`src/rtl/mealy_seq_10110_ov.sv`:
```
// +----------------------------------------------------------------------------+
// | Module      : mealy_seq_10110_ov                                            |
// | Description : Overlapping Mealy detector for serial pattern 1-0-1-1-0.      |
// | Revision    : 1.0 - initial release                                         |
// +----------------------------------------------------------------------------+
`default_nettype none

module mealy_seq_10110_ov (
   input  logic in_seq,
   input  logic clk,
   input  logic rst,
   output logic det_out
);

   // Each state is the longest suffix of received bits that prefixes 10110.
   typedef enum logic [2:0] {
      IDLE  = 3'b000,
      S1    = 3'b001,
      S10   = 3'b010,
      S101  = 3'b011,
      S1011 = 3'b100
   } state_t;

   state_t r_state;
   state_t w_next;
   logic   w_det;

   always_ff @(posedge clk or negedge rst) begin
      if (!rst) begin
         r_state <= IDLE;
      end else begin
         r_state <= w_next;
      end
   end

   always_comb begin
      w_next = IDLE;
      w_det  = 1'b0;
      case (r_state)
         IDLE:    w_next = in_seq ? S1 : IDLE;
         S1:      w_next = in_seq ? S1 : S10;
         S10:     w_next = in_seq ? S101 : IDLE;
         S101:    w_next = in_seq ? S1011 : S10;
         S1011: begin
            // On a hit the trailing "10" is kept so overlapping matches are seen.
            w_next = in_seq ? S1 : S10;
            w_det  = ~in_seq;
         end
         default: w_next = IDLE;
      endcase
   end

   assign det_out = w_det;

endmodule

`default_nettype wire

```
`config.mk`:
```
export PLATFORM = sky130hd
export DESIGN_NAME = mealy_seq_10110_ov
export DESIGN_NICKNAME = d
export VERILOG_FILES = /design/src/rtl/mealy_seq_10110_ov.sv
export SDC_FILE = /design/constraint.sdc
export NUM_CORES = 1
export LEC_CHECK = 0
export CAP_MARGIN = 20
export CORE_AREA = 5 5 42 44
export CTS_CLUSTER_SIZE = 25
export DETAILED_ROUTE_END_ITERATION = 8
export DIE_AREA = 0 0 47 49
export GPL_TIMING_DRIVEN = 0
export SKIP_LAST_GASP = 1
export SLEW_MARGIN = 5
export SYNTH_ARGS = -nofsm -noshare
export SYNTH_HDL_FRONTEND = slang
export SYNTH_SLANG_ARGS = --single-unit
```
`constraint.sdc`:
```
create_clock -name clk -period 1.45 [get_ports clk]
set_input_delay 0.29 -clock clk [delete_from_list [all_inputs] [get_ports clk]]
set_output_delay 0.29 -clock clk [all_outputs]
set_load 0.1 [all_outputs]
```
==> out/results.ini, run 1 <==
[drt]
totalWireLength_um = 390
number_of_drc_markers_after_the_initial_detailed_route_iteration = 0
route.detailed.wl_per_inst_um = 10.8
vias_per_cell = 3.39
post-route-drc-count = 0
drt_pre_antenna_iters = 1
ant_nets = 0
num_vias = 122

[worst_setup_path]
worstRegToRegCells = 3
critPathArrivalTime_ns = 1.21
end_kind = output pin
worstSetupPathType = flop to output pin
startpoint = r_state[1]
timing.critical_path.to = det_out
worst_setup_start_kind = flop
r2r_slack_ns = 0.21
worstPathMaxFanout = 2
critical_path.reg2reg.startpoint = r_state[0]
worstReg2RegEnd = r_state[1]
worstPathRequired_ns = 1.16

[floorplanning]
core_region_area_um2 = 1400
boundaryPins = 4
die_area_um2 = 2300
initial_core_utilization = 0.100
dieWidth_um = 47
die_h_um = 49
placement_rows = 14

[clock_tree]
worstSkewPairLatency_ns = 0.23
htree_levels = 1
ctsRootBufferMaster = clkbuf_4
cts_hold_repair.buffers = 0
clkTransAtPathRegs_ns = 0.04
cts-buffers-inserted = 3
cts.sinks = 3
max-clock-path-buffers = 2
tritoncts = done

[timing]
final.setup.worst_slack_ns = -0.0480
finalWorstPathRequiredPeriod_ns = 1.50
timing.final.hold_violations = 0
timing.slew.headroom = 0.830
finalSetupViolCount = 1
min_period_over_period = 1.03
clk_skew_ns = 0.00173
final_max_slew_viol_count = 0
grt_setup_unrepaired = yes
clock.fmax_mhz = 668
worst_slew_pin_slew_ns = 0.254

[final_layout]
layout-drive-gt1-share = 0.450
top_regs = r_state x3
layout.cell_area.non_filler_um2 = 243
layout_overhead_on_the_synthesized_area_pct = 73.2
flip_flop_count_of_the_largest_register_all_copies_and_words_added = 3
fillCellCount = 169
n_antenna_cell = 0
registers.top_by_ff_count = r_state
final_nets = 24
post-route-util = 0.173

[power]
fin_total_pwr_uw = 288
leakagePower_uw = 0.0000994
power_density_nw_per_um2 = 1190
max-vdd-ir-drop_uv = 304

[grt]
grt_pass1_vias = 162
initial_antenna_violation_count = 0
global_route.usage.total = 0.0423
grt.overflow.total = 0
first_pass_grt_wire_length_um = 621
grt_max_degree = 7

[logic_synthesis]
netlist-cell-type-count = 9
synthesis.area_um2 = 140
ys_async_sr_fraction = 1.00
edff_count_synth = 0
synth_seq_area_share = 0.536
synth.top_cells.by_area = dfrtp_1 54%, nor4b_2 11%, and4b_1 7.1%
netlist.top_cell.by_area = dfrtp_1
ys_ff_latch = 3
ys_dominant_reg_cell = dfrtp_1
post-synth-top-count-cell = dfrtp_1
synthesis.instances = 11
yosysWarningCount = 0
synth_nets = 14
netlist.area_leader.share = 0.536
syn_avg_cell_area_um2 = 12.7

[outcome]
violations = setup timing
status = complete, but fails checks

[worst_hold_path]
class_of_the_tightest_hold_or_removal_check = primary input to asynchronous set/reset pin

[placed_design]
post_dp_cell_area_um2 = 199
gp_routability_congestion = 0.605
port_buffers = 3
dp_hpwl_um = 273

[job]
maxCapViolations = 0

## power breakdown
group	internal (uW)	switching, uW	leakage [uW]
sequential	92.0	8.39	0.0000359
combinational	22.2	18.1	0.0000486
clock	103	44.0	0.0000150
total	217	70.5	0.0000994
## worst max-delay path: stages, from the launching register on
cell     delay (ns)
dfrtp_1        0.40
nor4b_4        0.31
buf_6          0.27
## area by class of cell
type                    instances  area [um2]  area share
multi-input cells               8        73.8       0.304
well taps                      16        20.0      0.0825
flip-flops and latches          3        77.6       0.320
clock buffers                   4        26.3       0.108
repair buffers                  5        45.0       0.186
## per-layer routing
layer  track usage  share of wire  vias up
met5             0              0        -
li1              -              -       60
met1        0.0309           0.34       58
met4        0.0415              0        0
met3        0.0148          0.041        0
met2        0.0747           0.62        4
## cells by family (layout without fill, tap and decap cells)
family | count (synthesis) | in the layout | share of synthesized area
buffers and inverters | 0 | 9 | 0
flip-flops | 3 | 3 | 0.536
AND/OR/NAND/NOR | 6 | 6 | 0.375
AO/OA/AOI/OAI | 2 | 2 | 0.0893
## worst min-delay path by stage
stage               start         end  slack, ns  cells after the start
floorplan             rst  r_state[0]     -0.006                      0
global placement      rst  r_state[2]       0.48                      1
detailed placement    rst  r_state[2]       0.49                      1
CTS                   rst  r_state[2]       0.24                      1
global route          rst  r_state[2]       0.25                      1
finish                rst  r_state[2]       0.25                      1
## cell usage in the layout, fill, tap and decap left out
cell type	instances
a21oi_1	1
and4b_1	1
buf_4	2
buf_6	1
clkbuf_1	1
clkbuf_4	3
clkdlybuf4s50_1	1
dfrtp_1	1
dfrtp_2	2
dlygate4sd2_1	1
nor2_1	1
nor3b_1	1
nor4b_4	1
nor4bb_1	1
o21a_1	1
or3_1	1
## repair_timing
| action | 4_1_cts | 5_1_grt |
|---|---|---|
| pin swaps | 1 | 0 |
| buffers inserted | 2 | 0 |
| resized for setup | 10 | 0 |
| endpoints found under the setup margin | 1 | 1 |
## metrics by stage
stage	instances	setup slack, ns	TNS (ns)	hold slack, ns
after detailed placement	30	-1.14	-1.19	0.485
after global placement	30	-1.07	-1.07	0.477
final	36	-0.0480	-0.0480	0.246
after global routing	36	-0.105	-0.105	0.250
after CTS	36	-0.0645	-0.0645	0.238
after floorplan	11	-0.365	-0.718	-0.00559
Power figures use the tool's default switching activity.
==> inputs of run 2 (changes only) <==
CELL_PAD_IN_SITES_DETAIL_PLACEMENT = 1   (was not set)
CELL_PAD_IN_SITES_GLOBAL_PLACEMENT = 1   (was not set)
PLACE_DENSITY_LB_ADDON = 0.1   (was not set)
==> run 2 against run 1 <==
The flow still finishes with violations (setup timing). Critical path depth is the same. Clock skew shrank 0.00098 ns. Core utilization shrank 0.63 points. Register-to-register slack gained 0.05 ns. First-iteration DRC count grew 1. Final cell count shrank 2.8%. Largest power group unchanged. Count of clock-buffer cells in the layout is the same. Die area is the same. Sequential share of layout area grew 0.66 points. Hold slack lost 0.0031 ns. Largest cell class unchanged. Setup slack lost 0.017 ns.
==> out/results.ini, run 2 (synthesized netlist as in run 1, its figures left out) <==
[grt]
grt_max_degree = 7  ; unchanged
initial_antenna_violation_count = 0  ; unchanged
global_route.usage.total = 0.0423  ; about the same
first_pass_grt_wire_length_um = 558  ; -10%
grt_pass1_vias = 144  ; -11%
grt.overflow.total = 0  ; unchanged

[timing]
finalWorstPathRequiredPeriod_ns = 1.51  ; +0.0167 ns
timing.slew.headroom = 0.842  ; +0.0121
timing.final.hold_violations = 0  ; unchanged
worst_slew_pin_slew_ns = 0.236  ; -0.0181 ns
grt_setup_unrepaired = yes
min_period_over_period = 1.04  ; +0.0115
fin_setup_tns_ns = -0.0647  ; -0.0167 ns
final.setup.worst_slack_ns = -0.0647  ; -0.0167 ns
final_max_slew_viol_count = 0  ; unchanged
finalSetupViolCount = 1  ; unchanged
clock.fmax_mhz = 660  ; -1.1%
clk_skew_ns = 0.000749  ; -0.000980 ns

[worst_setup_path]
worstSetupPathType = flop to output pin
critPathArrivalTime_ns = 1.22  ; about the same
worstPathRequired_ns = 1.16  ; about the same
crit_path_top_delay_cell = dfrtp_2
worstPathMaxFanout = 2  ; unchanged
worst_setup_start_kind = flop
crit_path_cell_trace = nor4b_4 > buf_6
end_kind = output pin
worst_path_largest_cell_delay_ns = 0.42  ; +0.02 ns

[floorplanning]
initial_core_utilization = 0.100  ; unchanged
dieWidth_um = 47  ; unchanged
boundaryPins = 4  ; unchanged
core_region_area_um2 = 1400  ; unchanged
die_area_um2 = 2300  ; unchanged
die_h_um = 49  ; unchanged
placement_rows = 14  ; unchanged

[clock_tree]
htree_levels = 1  ; unchanged
max-clock-path-buffers = 2  ; unchanged
cts-buffers-inserted = 3  ; unchanged
ctsRootBufferMaster = clkbuf_4
tritoncts = done
worstSkewPairLatency_ns = 0.23  ; about the same
cts_hold_repair.buffers = 0  ; unchanged
cts.sinks = 3  ; unchanged
clkTransAtPathRegs_ns = 0.04  ; about the same

[drt]
number_of_drc_markers_after_the_initial_detailed_route_iteration = 1  ; +1
drt_pre_antenna_iters = 2  ; +1
route.detailed.wl_per_inst_um = 10.1  ; -7.2%
vias_per_cell = 3.46  ; +2.0%
ant_nets = 0  ; unchanged
num_vias = 121  ; -0.82%
post-route-drc-count = 0  ; unchanged
totalWireLength_um = 352  ; -9.7%

[final_layout]
final_nets = 23  ; -4.2%
registers.top_by_ff_count = r_state
top_regs = r_state x3
flip_flop_count_of_the_largest_register_all_copies_and_words_added = 3  ; unchanged
finalNonFillerCells = 35  ; -2.8%
final_cell_mix = 3 x clkbuf_4, 2 x dfrtp_1
layout-drive-gt1-share = 0.368  ; -0.0816
fillCellCount = 177  ; +4.7%
layout.cell_area.non_filler_um2 = 234  ; -3.6%
n_antenna_cell = 0  ; unchanged
layout_overhead_on_the_synthesized_area_pct = 67.0
final_common_cell = clkbuf_4

[outcome]
status = complete, but fails checks
violations = setup timing

[power]
power_density_nw_per_um2 = 1200  ; +1.1%
max-vdd-ir-drop_uv = 220  ; -28%
leakagePower_uw = 0.0000959  ; -3.5%

[worst_hold_path]
class_of_the_tightest_hold_or_removal_check = primary input to asynchronous set/reset pin

[placed_design]
pre_cts_slack_ns = -1.13  ; +0.0101 ns
place.detailed.instances = 30  ; unchanged
post_dp_cell_area_um2 = 199  ; unchanged
gp_routability_congestion = 0.625  ; +3.2%
port_buffers = 3  ; unchanged

[job]
maxCapViolations = 0  ; unchanged

## run 2: cell type report
type	instances	area, um2	area share
repair buffers	4	37.5	0.160
flip-flops and latches	3	76.3	0.326
clock buffers	4	26.3	0.112
well taps	16	20.0	0.0856
multi-input cells	8	73.8	0.316
## run 2: metal layers
layer	global-route usage	vias up	wire, um
met5	0	-	0
met4	0.0829	0	0
met3	0.0111	0	17
met2	0.0452	2	179
met1	0.0420	60	155
li1	-	59	-
## run 2: path summary, 6_finish.rpt
| path | start | slack, ns | cells after the start | to |
|---|---|---|---|---|
| hold / removal | rst | 0.24 | 1 | r_state[1] |
| max in group asynchronous | rst | 1.05 | 1 | r_state[0] |
| hold reg to reg | r_state[1] | 0.67 | 1 | r_state[2] |
| setup reg to reg | r_state[0] | 0.26 | 3 | r_state[1] |
| setup / recovery | r_state[0] | -0.06 | 2 | det_out |
| min in group clk | in_seq | 0.52 | 2 | r_state[0] |
## run 2: per-stage QoR
step	total power, uW	hold slack (ns)	utilization
6_report	281	0.243	0.167
5_1_grt	300	0.245	0.167
2_1_floorplan	118	-0.00559	-
3_3_place_gp	132	0.483	0.142
4_1_cts	288	0.242	0.167
3_5_place_dp	132	0.490	0.142
## run 2: repair_timing
item                                    4_1_cts  5_1_grt
pin swaps                                     1        0
endpoints found under the setup margin        1        1
resized for setup                             9        0
setup buffers                                 1        0
## run 2: where the power goes
part,internal (uW),switching (uW),leakage [uW]
clock network,103,43.3,0.0000150
logic,17.9,14.5,0.0000435
registers,91.8,10.0,0.0000375
## run 2: worst max-delay path, delay by kind of cell, from the launching register on
family	cells	cell delay, ns
buffers and inverters	1	0.26
and+or+nand+nor	1	0.31
DFF	1	0.42
==> inputs of run 3 (changes only) <==
ABC_CLOCK_PERIOD_IN_PS = 1450   (was not set)
==> results of run 3 <==
The final DEF is identical to that of run 2; final timing and power are the same.
==> patch 1, RTL diff (flow settings as in run 2) <==
The 5 states of `state_t` get a one-hot encoding in 5 bits.
--- a/src/rtl/mealy_seq_10110_ov.sv
+++ b/src/rtl/mealy_seq_10110_ov.sv
@@ -13,12 +13,12 @@
 );
 
    // Each state is the longest suffix of received bits that prefixes 10110.
-   typedef enum logic [2:0] {
-      IDLE  = 3'b000,
-      S1    = 3'b001,
-      S10   = 3'b010,
-      S101  = 3'b011,
-      S1011 = 3'b100
+   typedef enum logic [4:0] {
+      IDLE  = 5'b00001,
+      S1    = 5'b00010,
+      S10   = 5'b00100,
+      S101  = 5'b01000,
+      S1011 = 5'b10000
    } state_t;
 
    state_t r_state;
Formal check against the unedited RTL: same outputs for any inputs over 10 cycles, from zero or initial values and one cycle with rst low; not proved beyond that.
==> patch 1 against run 2 <==
The run still ends with setup timing left. Cell area grew 82%. Critical path depth grew 1. Sequential cell count grew 2. Clock power grew 8%. Core utilization grew 14 points. Critical path type unchanged. Register-to-register slack lost 220 ps. Total power grew 120%. Area after synthesis grew 120%. Critical endpoint unchanged. Sequential power grew 110%. Setup slack gained 27 ps. Routed wire length grew 120%.
==> patch 1: results <==
group,metric,value,unit
status,status,"finished, violations left",
status,violations,"setup timing",
finish,nFillCells,169,
min_path,hold_path_class,"input pin to asynchronous set/reset pin",
yosys,synth_edf_count,0,
route,firstDrtPassIters,3,
clock_tree,path_clk_slew,40,ps
route,routed_via_density,4.870,
power_and_ir_drop,peakVddDrop,0.0002773,V
finish,fin_nets,42,
global_route,grt_max_degree,11,
global_route,track_usage,8.327,%
yosys,ys_top_cells_by_area,"dfrtp_1 (33%), or4b_4 (9.1%), dfstp_2 (8.6%)",
route,dr.first_iter.drc_count,3,
placed_design,place_inst,47,
finish,register_area,127.6,um^2
finish,layout-drive-gt1-share,47.37,%
setup_path,path_max_fanout,7,
clock_tree,insertion_delay,240,ps
clock_tree,clockRootBuffer,"clkbuf_4",
yosys,yosys_warnings,0,
yosys,synthesis.nets,31,
placed_design,gp_routability_congestion,0.6634,
route,drt-total-wl,757,um
finish,layout.cells.non_filler,54,
sta,setup_viol,1,
sta,setup_slack,-38.12,ps
yosys,avgSynthCellArea,10.86,um^2
power_and_ir_drop,swShare,31.82,%
setup_path,slowest_delay,460,ps
global_route,grt_pass1_wl,1331,um
global_route,antenna_found_initial,0,
placed_design,placed_cell_area,355.3,um^2
global_route,grt_pass1_vias,269,
setup_path,critPathSlowestCell,"dfrtp_1",
finish,diodes,0,
finish,reg_top3,"r_state: 5 flops",
power_and_ir_drop,p_leak,0.0001764,uW
yosys,yosysUniqueCellTypes,17,
sta,slew_headroom,82.07,%
sta,skew,2.893,ps
yosys,yosysSeqAreaShare,41.56,%
placed_design,io_buffers,3,
sta,setup_tns,-38.12,ps
yosys,synth_ff_type,"dfrtp_1",
==> patch 1: stage by stage <==
step / setup slack [ps] / hold slack [ps]
floorplan: 30.44 / -5.591
global placement: -1050 / 521.3
detailed placement: -1066 / 532.8
CTS: -62.19 / 272.0
global route: -91.05 / 282.1
finish: -38.12 / 271.2
==> patch 1: cell families (layout without fill, tap and decap cells) <==
logic type      Yosys count  after routing  share of synthesized area [%]
simple gates             14             14                          38.28
flops                     5              5                          41.57
xor+xnor                  1              1                          2.881
buf+inv                   2             12                          7.407
compound gates            6              6                          9.877
==> patch 1: worst max-delay path: cells and delay by family, from the launching register on <==
family        cells  cell delay, ps
flops             1             460
buf+inv           1             170
simple gates      2             330
==> patch 1: worst paths after layout <==
check | start | end | slack, ps | depth (start not counted)
min in group clk | in_seq | r_state[2] | 470 | 2
worst min-delay path | rst | r_state[3] | 270 | 1
worst max-delay path | r_state[3] | det_out | -40 | 3
max in group asynchronous | rst | r_state[0] | 930 | 1
worst min register to register | r_state[4] | r_state[4] | 550 | 2
worst max register to register | r_state[2] | r_state[0] | 40 | 4
==> patch 1: repair_timing <==
| action | in CTS | in global routing |
|---|---|---|
| gates resized for setup | 13 | 1 |
| setup endpoints to repair | 1 | 3 |
| buffers inserted | 3 | 0 |
| pin swaps | 2 | 2 |
==> patch 1: power by group through the flow <==
stage,registers (uW),logic (uW),clock network [uW]
after floorplan,213,128,0
after global placement,225,155,0
after detailed placement,229,159,0
after CTS,211,234,166
after global routing,214,264,177
final,210,239,157
==> patch 1: area by class of cell <==
type                       count  share of cell area [%]
clock buffer                   4                   6.158
timing repair buffer           6                   14.37
tap                           16                   4.692
multi-input combinational     21                   39.59
sequential                     5                   29.91
buffer                         2                   5.279
==> patch 1: metal layers <==
| layer | wire, um | global-route usage, % | up-vias |
|---|---|---|---|
| met5 | 0 | 0 | - |
| met4 | 0 | 9.677 | 0 |
| met3 | 32 | 1.107 | 0 |
| met2 | 390 | 10.63 | 3 |
| met1 | 334 | 10.40 | 133 |
| li1 | - | - | 127 |
==> patch 2, RTL diff (settings of run 2) <==
Without the edit above. Add an input register stage for `in_seq`, cleared by the reset; this delays it by one clock.
--- a/src/rtl/mealy_seq_10110_ov.sv
+++ b/src/rtl/mealy_seq_10110_ov.sv
@@ -21,6 +21,16 @@
       S1011 = 3'b100
    } state_t;
 
+   logic in_seq_q;
+
+   always_ff @(posedge clk or negedge rst) begin
+      if (!rst) begin
+         in_seq_q <= '0;
+      end else begin
+         in_seq_q <= in_seq;
+      end
+   end
+
    state_t r_state;
    state_t w_next;
    logic   w_det;
@@ -37,14 +47,14 @@
       w_next = IDLE;
       w_det  = 1'b0;
       case (r_state)
-         IDLE:    w_next = in_seq ? S1 : IDLE;
-         S1:      w_next = in_seq ? S1 : S10;
-         S10:     w_next = in_seq ? S101 : IDLE;
-         S101:    w_next = in_seq ? S1011 : S10;
+         IDLE:    w_next = in_seq_q ? S1 : IDLE;
+         S1:      w_next = in_seq_q ? S1 : S10;
+         S10:     w_next = in_seq_q ? S101 : IDLE;
+         S101:    w_next = in_seq_q ? S1011 : S10;
          S1011: begin
             // On a hit the trailing "10" is kept so overlapping matches are seen.
-            w_next = in_seq ? S1 : S10;
-            w_det  = ~in_seq;
+            w_next = in_seq_q ? S1 : S10;
+            w_det  = ~in_seq_q;
          end
          default: w_next = IDLE;
       endcase
Behaviour: not the same (a bounded check fails within 10 cycles, from zero or initial values and one cycle with rst low).
==> patch 2 against run 2 <==
The flow still finishes with violations (setup timing). Critical path depth unchanged. Global-route usage shrank 0.42 points. Synthesized cell count up 9.1%. Worst hold slack better by 16 ps. Area after synthesis rose by 18%. Cell area grew 13%. Routed wire length down 8.0%. Total power is 7.2% higher. Sequential cell count is 1 higher. Fmax increased by 2.3%. Setup slack gained 35 ps. Critical path type unchanged. Largest cell class unchanged.
==> patch 2: results <==
group,metric,value,unit
status,status,"finished, violations left",
status,violations,"setup timing",
sta,holdWs,259.0,ps
yosys,yosysSeqAreaShare,60.61,%
placed_design,placed_cell_area,224.0,um^2
yosys,synth-compound-area-share,7.576,%
global_route,use_met2,5.204,%
sta,setup_viol,1,
sta,max_slew.worst_pin.slew,222.1,ps
global_route,track_usage,3.816,%
setup_path,worstPathArrival,1190,ps
placed_design,gp_routability_congestion,0.6758,
global_route,grt_pass1_wl,538,um
global_route,grt_use_met1,2.667,%
finish,fin_nets,25,
power_and_ir_drop,peakVddDrop,0.0003011,V
route,routed_via_density,3.417,
power_and_ir_drop,p_leak,0.0001102,uW
finish,layout-drive-gt1-share,40.00,%
placed_design,place_worst_setup_slack,-729.7,ps
yosys,synthesis.nets,15,
sta,skew,0.4009,ps
finish,reg_top3,"r_state: 3 flops, in_seq_q: 1 flops",
setup_path,critPathSlowestCell,"dfrtp_1",
sta,setup_slack,-30.18,ps
-- patch 2: kinds of logic (layout without fill, tap and decap cells) --
family | after synthesis | in the layout
buffers and inverters | 0 | 8
AO/OA/AOI/OAI | 2 | 2
flip-flops | 4 | 4
AND/OR/NAND/NOR | 6 | 6
-- patch 2: what timing repair did --
action | in CTS | in global routing
buffers inserted | 2 | 0
setup endpoints to repair | 1 | 1
resized for setup | 8 | 0
-- patch 2: area by class of cell --
class | count | area (um^2)
Clock buffer | 3 | 22.52
Multi-Input combinational cell | 8 | 73.82
Sequential cell | 4 | 101.3
Tap cell | 16 | 20.02
Timing Repair Buffer | 5 | 46.29
Fill cell | 167 | 1137
-- patch 2: per-layer routing --
metal	part of all wire (%)	up-vias
met5	0	-
met3	4.9	0
met1	35	58
met4	0	0
li1	-	62
met2	60	3
-- patch 2: power by group through the flow --
stage / Clock, uW / Sequential, uW / Combinational [uW]
2_1_floorplan: 0 / 133 / 16.4
6_report: 131 / 132 / 37.8
4_1_cts: 141 / 132 / 38.6
3_5_place_dp: 0 / 136 / 26.2
5_1_grt: 142 / 133 / 41.2
3_3_place_gp: 0 / 136 / 25.8
-- patch 2: per-stage QoR --
step,setup TNS (ps),instances
after CTS,-43.89,36
final,-30.18,36
after floorplan,-732.7,12
after global placement,-726.4,31
after global routing,-61.83,36
after detailed placement,-729.7,31
-- patch 2: worst max path at each step --
stage | slack, ps | to | cells past startpoint | from
2_1_floorplan | -370 | det_out | 1 | r_state[0]
3_3_place_gp | -730 | det_out | 2 | r_state[0]
3_5_place_dp | -730 | det_out | 2 | r_state[0]
4_1_cts | -40 | det_out | 2 | r_state[0]
5_1_grt | -60 | det_out | 2 | r_state[1]
6_report | -30 | det_out | 2 | r_state[1]
